===== src/rtl/ring_shift_ctr.sv =====
// ring_shift_ctr: WIDTH-bit ring (one-hot) / Johnson shift counter with parallel load,
// home-wrap pulse and illegal-state flag. Define RING_SELFCORRECT_EN to make a step from an illegal state return home.
module ring_shift_ctr #(
  parameter int WIDTH = 4
) (
  input  logic             clk,
  input  logic             rstn,
  input  logic             en,
  input  logic             mode,
  input  logic             dir,
  input  logic             load,
  input  logic [WIDTH-1:0] load_val,
  output logic [WIDTH-1:0] out,
  output logic             wrap,
  output logic             err
);

  localparam logic [WIDTH-1:0] HOME = {{(WIDTH-1){1'b0}}, 1'b1};

  function automatic logic is_onehot(input logic [WIDTH-1:0] v);
    int cnt;
    cnt = 32'sd0;
    for (int i = 0; i < WIDTH; i++) begin
      cnt = cnt + (v[i] ? 32'sd1 : 32'sd0);
    end
    return (cnt == 32'sd1);
  endfunction

  // A twisted-ring pattern has at most one boundary between adjacent differing bits.
  function automatic logic is_johnson(input logic [WIDTH-1:0] v);
    int edges;
    edges = 32'sd0;
    for (int i = 0; i < WIDTH - 1; i++) begin
      edges = edges + ((v[i] != v[i+1]) ? 32'sd1 : 32'sd0);
    end
    return (edges <= 32'sd1);
  endfunction

  logic [WIDTH-1:0] out_r;
  logic             wrap_r;
  logic             err_s;
  logic             feed_r_s;
  logic             feed_l_s;
  logic [WIDTH-1:0] shifted_s;
  logic [WIDTH-1:0] next_out_s;
  logic             next_wrap_s;

  assign err_s = mode ? ~is_johnson(out_r) : ~is_onehot(out_r);
  assign out   = out_r;
  assign wrap  = wrap_r;
  assign err   = err_s;

  // Shifted value: the bit entering the vacated end is copied (ring) or inverted (Johnson).
  always_comb begin
    feed_r_s = out_r[0] ^ mode;
    feed_l_s = out_r[WIDTH-1] ^ mode;
    if (dir) begin
      shifted_s = {out_r[WIDTH-2:0], feed_l_s};
    end else begin
      shifted_s = {feed_r_s, out_r[WIDTH-1:1]};
    end
  end

  // Next state with load > step > hold priority; wrap only flags a step landing on home.
  always_comb begin
    next_out_s  = out_r;
    next_wrap_s = 1'b0;
    if (load) begin
      next_out_s  = load_val;
      next_wrap_s = 1'b0;
    end else if (en) begin
`ifdef RING_SELFCORRECT_EN
      if (err_s) begin
        next_out_s  = HOME;
        next_wrap_s = 1'b0;
      end else begin
        next_out_s  = shifted_s;
        next_wrap_s = (shifted_s == HOME);
      end
`else
      next_out_s  = shifted_s;
      next_wrap_s = (shifted_s == HOME);
`endif
    end else begin
      next_out_s  = out_r;
      next_wrap_s = 1'b0;
    end
  end

  // State register with synchronous active-low reset.
  always_ff @(posedge clk) begin
    if (!rstn) begin
      out_r  <= HOME;
      wrap_r <= 1'b0;
    end else begin
      out_r  <= next_out_s;
      wrap_r <= next_wrap_s;
    end
  end

endmodule

===== config.mk =====
export PLATFORM = sky130hd
export DESIGN_NAME = ring_shift_ctr
export DESIGN_NICKNAME = d
export VERILOG_FILES = /design/src/rtl/ring_shift_ctr.sv
export SDC_FILE = /design/constraint.sdc
export NUM_CORES = 1
export LEC_CHECK = 0
export BUFFER_PORTS_ARGS = -buffer_cell sky130_fd_sc_hd__buf_4
export CAP_MARGIN = 0
export CORE_AREA = 2 2 39 41
export DETAILED_ROUTE_END_ITERATION = 12
export DIE_AREA = 0 0 41 43
export GPL_ROUTABILITY_DRIVEN = 0
export PLACE_DENSITY = 0.71
export SLEW_MARGIN = 20
export SYNTH_ARGS = -nofsm -noshare
export SYNTH_HDL_FRONTEND = slang
export SYNTH_SLANG_ARGS = --single-unit

===== constraint.sdc =====
create_clock -name clk -period 1.7 [get_ports clk]
set_input_delay 0.085 -clock clk [delete_from_list [all_inputs] [get_ports clk]]
set_output_delay 0.085 -clock clk [all_outputs]
set_load 0.02 [all_outputs]

==> key figures, run 1 <==
Status
  – Outcome: complete, but fails checks
  – Failing checks: negative setup slack

Setup path
  – Crit end category: primary output
  – CP max stage cell: fa_1
  – CP Data Required Time: 1620 ps
  – Critical path class: reg -> out
  – Max incr delay on CP: 520 ps
  – Cell Chain, Critical Path: inv_2 -> fa_1 -> inv_1 -> ha_2 -> ha_4 -> nor4b_4 -> a21oi_2 -> buf_6
  – CP arrival: 1970 ps
  – Buf+Inv Stages, Crit Path: 3
  – CP max FO: 2
  – Critical Path Start Type: flop
  – CP delay by family, top: adder cells
  – Reg2reg start: out[3]
  – Worst reg-to-reg path cell count: 4
  – R2r endpoint: out[0]
  – R2R setup slack: 400 ps

Detailed routing
  – Avg WL per Cell: 10.80 microns
  – Drt drc: 0
  – Via count: 408
  – Final wirelength: 918 microns
  – Routed vias/inst: 4.800
  – Post-route ant nets: 0
  – TritonRoute pass-1 iters: 3
  – Initial DRC Count: 6

Timing
  – Max-slew headroom: 74.56%
  – Period Utilization, post-route: 121.2%
  – Final hold vios: 0
  – Final setup fails: 1
  – Clock Skews: 1.166 ps
  – Worst-margin pin slew: 376.8 ps
  – Final setup margin: -359.9 ps
  – Final min period: 2060 ps
  – Max Clock Freq: 485.5 MHz
  – RSZ-0062 raised after global routing: true
  – Max-slew violations: 0

Power and ir drop
  – Logic pwr share: 43.0%
  – PD cells: 718.0 nW/um^2
  – P_int: 0.0003202 W
  – Switch share: 32.36%
  – Sw Pwr: 0.0001532 W
  – Lkg Pwr: 0.3110 nW
  – Peak VDD IR: 0.0004189 V
  – Sequential power share: 28.2%
  – Clock power share: 28.8%

Floorplanning
  – Die Footprint: 1763 sq um
  – Die span in y: 43 microns
  – Starting Density: 31.37%
  – Ports: 16
  – Core Area: 1384 sq um
  – Die Wd: 41 microns
  – Cell row count: 14

Yosys
  – Syn Nets: 63
  – Synth top area cells: dfxtp_1 (23%), ha_1 (12%), a2111oi_4 (6.3%), inv_1 (6.1%), xor2_1 (6.1%)
  – Area leader, netlist: dfxtp_1
  – Ys Warns: 0
  – Distinct cells, synth: 24
  – Mean post-synth cell area: 9.045 sq um
  – Cells after Synth: 48
  – Number of synthesized flops with an enable pin: 0
  – Synthesized flop and latch total: 5
  – Asr flop ratio synth: 0%
  – Seq/Total Area, Yosys: 23.05%
  – Synth Flop Type: dfxtp_1
  – Synthesized area: 434.2 sq um
  – Synth top area share: 23.05%

Clocking
  – Clock Tree Root: clkbuf_4
  – Reg clk slew, reported paths: 40 ps
  – H-tree levels: 1
  – # clock sinks: 5
  – TritonCTS clock tree: built
  – Longest Clk Path Bufs: 2
  – CTS Hold Bufs: 0
  – Post-CTS Setup Bufs: 0
  – Worst-skew pair later-pin latency: 240 ps
  – Num CTS Buffers: 3

Place
  – Placed Cells: 81
  – # port buffers: 15
  – Worst slack, placed: -233.9 ps
  – DPL Wire Length: 781 microns

Final layout
  – Storage element area: 111.4 sq um
  – Post-route insts no fill: 85
  – Footprint of the multi-input gates: 336.6 sq um
  – Core Util, Final: 47.65%
  – Fillcell total: 127
  – P&R area growth vs syn: 51.87%
  – Nets: 85
  – Layout cell share with drive strength beyond 1: 50.72%
  – Ant diodes: 0

Flow run
  – Maximum capacitance violations: 0

Worst hold path
  – Hold Crit Depth: 2
  – Worst Hold Class: in -> reg
  – Hold endpoint: out[2]
  – Hold wc startpoint: load_val[2]

Global routing
  – Global Route Usage Sum: 12.68%
  – Grt total ovfl: 0
  – First-pass GRT wire length: 1497 microns
  – Antenna violations before repair: 0
  – Largest net degree at the start of global routing: 9
  – Vias in the first global route: 367
## final cells by class
cell class	count	share of cell area, %
inverters	7	3.985
multi-input cells	35	51.04
well taps	16	3.036
flip-flops and latches	5	16.89
repair buffers	18	21.06
clock buffers	4	3.985
## placed cells by master, fill, tap and decap left out, types with 3 or more instances in the layout
master,n
xor2_1,3
clkbuf_4,3
dfxtp_4,3
nor2_1,3
inv_1,5
buf_4,17
## synthesized netlist by cell type (all sizes together), types with 2 or more instances
library cell / number
xor2: 3
ha: 4
a31o: 2
nand2: 2
mux2i: 2
inv: 7
nor2: 3
dfxtp: 5
a211oi: 2
xnor2: 2
a21oi: 3
## metrics by stage
| stage | cell area [sq um] | hold WS, ps | total power, W | setup TNS (ps) |
|---|---|---|---|---|
| after global placement | 629.4 | 320.9 | 0.0003291 | -177.7 |
| after floorplan | 479.2 | 213.4 | 0.0002626 | -155.3 |
| final | 659.4 | 78.17 | 0.0004734 | -359.9 |
| after CTS | 655.6 | 76.77 | 0.0004767 | -404.2 |
| after detailed placement | 629.4 | 325.1 | 0.0003382 | -233.9 |
| after global routing | 659.4 | 78.89 | 0.0005030 | -444.1 |
## cell families after synthesis
logic type,after synthesis,synth area share (%)
adders and majority gates,5,16.14
xor gates and xnor gates,5,10.09
AOI/OAI and AO/OA,11,23.05
DFF,5,23.06
buffers and inverters,8,7.205
muxes,2,4.611
and+or+nand+nor,12,15.86
## flip-flops by register name (all words and copies together), names as in the netlist
register	flops
out	4
wrap	1
## worst max-delay path by stage
stage                start  end  depth (start not counted)
CTS                 out[3]  err                          8
global placement    out[3]  err                          8
detailed placement  out[3]  err                          8
floorplan           out[3]  err                          7
finish              out[3]  err                          8
global route        out[3]  err                          8
## layer usage
layer	GRT usage (%)	part of all wire (%)	up-vias
met2	18.75	48	13
met1	16.50	44	178
met5	0	0	-
met3	3.141	6.2	2
met4	6.000	1.5	0
li1	-	-	215
## repair_timing
action | 4_1_cts | 5_1_grt
endpoints found under the setup margin | 1 | 1
resized for setup | 0 | 1
pin swaps | 2 | 0
## power groups by stage
| stage | sequential [W] | clock [W] | combinational [W] |
|---|---|---|---|
| CTS | 0.000134 | 0.000140 | 0.000203 |
| global placement | 0.000136 | 0 | 0.000193 |
| floorplan | 0.000151 | 0 | 0.000111 |
| global route | 0.000135 | 0.000145 | 0.000223 |
| finish | 0.000134 | 0.000137 | 0.000203 |
| detailed placement | 0.000136 | 0 | 0.000202 |
Power figures use the tool's default switching activity.
==> run 2: changes to the inputs <==
RECOVER_POWER = 50   (was not set)
==> key figures, run 2 (same netlist as run 1, synthesis figures left out) <==
Power and ir drop
  – Tot Pwr: 0.0004672 W (-1.3%)
  – PD cells: 729.2 nW/um^2 (+1.6%)
  – Peak VDD IR: 0.0004167 V (-0.52%)
  – Lkg Pwr: 0.2915 nW (-6.3%)

Setup path
  – CP arrival: 1980 ps (about the same)
  – Critical path class: reg -> out
  – Crit end category: primary output
  – Critical Path Start Type: flop
  – CP Data Required Time: 1620 ps (about the same)
  – CP max FO: 2 (unchanged)

Clocking
  – TritonCTS clock tree: built
  – Reg clk slew, reported paths: 40 ps (about the same)
  – H-tree levels: 1 (unchanged)
  – # clock sinks: 5 (unchanged)
  – Longest Clk Path Bufs: 2 (unchanged)
  – Num CTS Buffers: 3 (unchanged)
  – Clock Tree Root: clkbuf_4
  – Worst-skew pair later-pin latency: 240 ps (about the same)

Timing
  – Final setup margin: -361.1 ps (-1.181 ps)
  – Clock Skews: 1.132 ps (-0.03475 ps)
  – Max-slew headroom: 74.56% (about the same)
  – Max Clock Freq: 485.2 MHz (about the same)
  – Worst-margin pin slew: 376.8 ps (-0.002146 ps)
  – RSZ-0062 raised after global routing: true
  – Max-slew violations: 0 (unchanged)
  – Final setup fails: 1 (unchanged)
  – Final min period: 2061 ps (+1.181 ps)
  – Final TNS setup: -361.1 ps (-1.181 ps)
  – Period Utilization, post-route: 121.2% (about the same)
  – Final hold vios: 0 (unchanged)

Floorplanning
  – Core Area: 1384 sq um (unchanged)
  – Ports: 16 (unchanged)
  – Starting Density: 31.37% (unchanged)
  – Cell row count: 14 (unchanged)
  – Die Wd: 41 microns (unchanged)
  – Die Footprint: 1763 sq um (unchanged)
  – Die span in y: 43 microns (unchanged)

Detailed routing
  – Via count: 403 (-1.2%)
  – Initial DRC Count: 5 (-1)
  – Avg WL per Cell: 11.02 microns (+2.1%)
  – Final wirelength: 937 microns (+2.1%)
  – Drt drc: 0 (unchanged)
  – TritonRoute pass-1 iters: 3 (unchanged)
  – Post-route ant nets: 0 (unchanged)
  – Routed vias/inst: 4.741 (-1.2%)

Final layout
  – Nets: 85 (unchanged)
  – Most frequent cells in the layout: buf_4 (12), clkbuf_1 (6), inv_1 (5)
  – Fillcell total: 132 (+3.9%)
  – P&R area growth vs syn: 47.55%
  – Post-route design area: 640.6 sq um (-2.8%)
  – Max reg flops: 4 (unchanged)
  – Layout cell share with drive strength beyond 1: 43.48% (-7.2 points)
  – Ant diodes: 0 (unchanged)
  – Core Util, Final: 46.29% (-1.4 points)
  – Commonest non-fill, non-tap cell in the layout: buf_4

Place
  – DPL Wire Length: 781 microns (unchanged)
  – Worst slack, placed: -233.9 ps (unchanged)
  – # port buffers: 15 (unchanged)
  – Cell Area, Placed: 629.4 sq um (unchanged)

Status
  – Failing checks: negative setup slack
  – Outcome: complete, but fails checks

Flow run
  – Maximum capacitance violations: 0 (unchanged)

Worst hold path
  – Worst Hold Class: in -> reg

Global routing
  – Antenna violations before repair: 0 (unchanged)
  – Global Route Usage Sum: 12.68% (unchanged)
  – Largest net degree at the start of global routing: 9 (unchanged)
  – Vias in the first global route: 367 (unchanged)
  – Grt total ovfl: 0 (unchanged)
  – First-pass GRT wire length: 1497 microns (unchanged)
-- run 2: area by class of cell --
type	count	area, sq um	area share [%]
repair buffers	18	120.1	18.75
well taps	16	20.02	3.125
flip-flops and latches	5	111.4	17.38
inverters	7	26.28	4.102
clock buffers	4	26.28	4.102
multi-input cells	35	336.6	52.54
-- run 2: timing repair --
item,in CTS,in global routing
buffers inserted,0,0
hold buffers,0,0
resized for setup,0,1
endpoints found under the setup margin,1,1
pin swaps,2,0
-- run 2: critical path: stages, from the launching register on --
cell     delay (ps)
dfxtp_4         340
inv_2            30
fa_1            520
inv_1            40
ha_2            170
ha_4            220
nor4b_4         220
a21oi_2          50
buf_6           130
-- run 2: report_power, final --
group / internal (W) / leakage (nW) / total [W] / switching [W]
Combinational: 0.0000997 / 0.234 / 0.000197 / 0.0000975
Clock: 0.0000887 / 0.0150 / 0.000137 / 0.0000478
Sequential: 0.000125 / 0.0427 / 0.000133 / 0.00000809
Total: 0.000314 / 0.292 / 0.000467 / 0.000153
-- run 2: final timing paths --
| kind | cells past startpoint | start | endpoint | slack (ps) |
|---|---|---|---|---|
| worst max-delay path | 8 | out[3] | err | -360 |
| worst min-delay path | 2 | load_val[2] | out[2] | 80 |
| worst max register to register | 4 | out[0] | out[3] | 360 |
| worst min register to register | 2 | out[2] | wrap | 810 |
-- run 2: layer usage --
metal	vias to the layer above	global-route usage, %	wire length, microns	share of wire, %
met4	0	6.000	14	1.5
met2	13	18.75	440	47
met3	2	3.141	61	6.5
met1	174	16.50	420	45
met5	-	0	0	0
li1	214	-	-	-
-- run 2: through the flow --
step / std cells / hold WS, ps
after floorplan: 48 / 213.4
after global placement: 81 / 320.9
after detailed placement: 81 / 325.1
after CTS: 85 / 76.77
after global routing: 85 / 78.89
final: 85 / 78.19
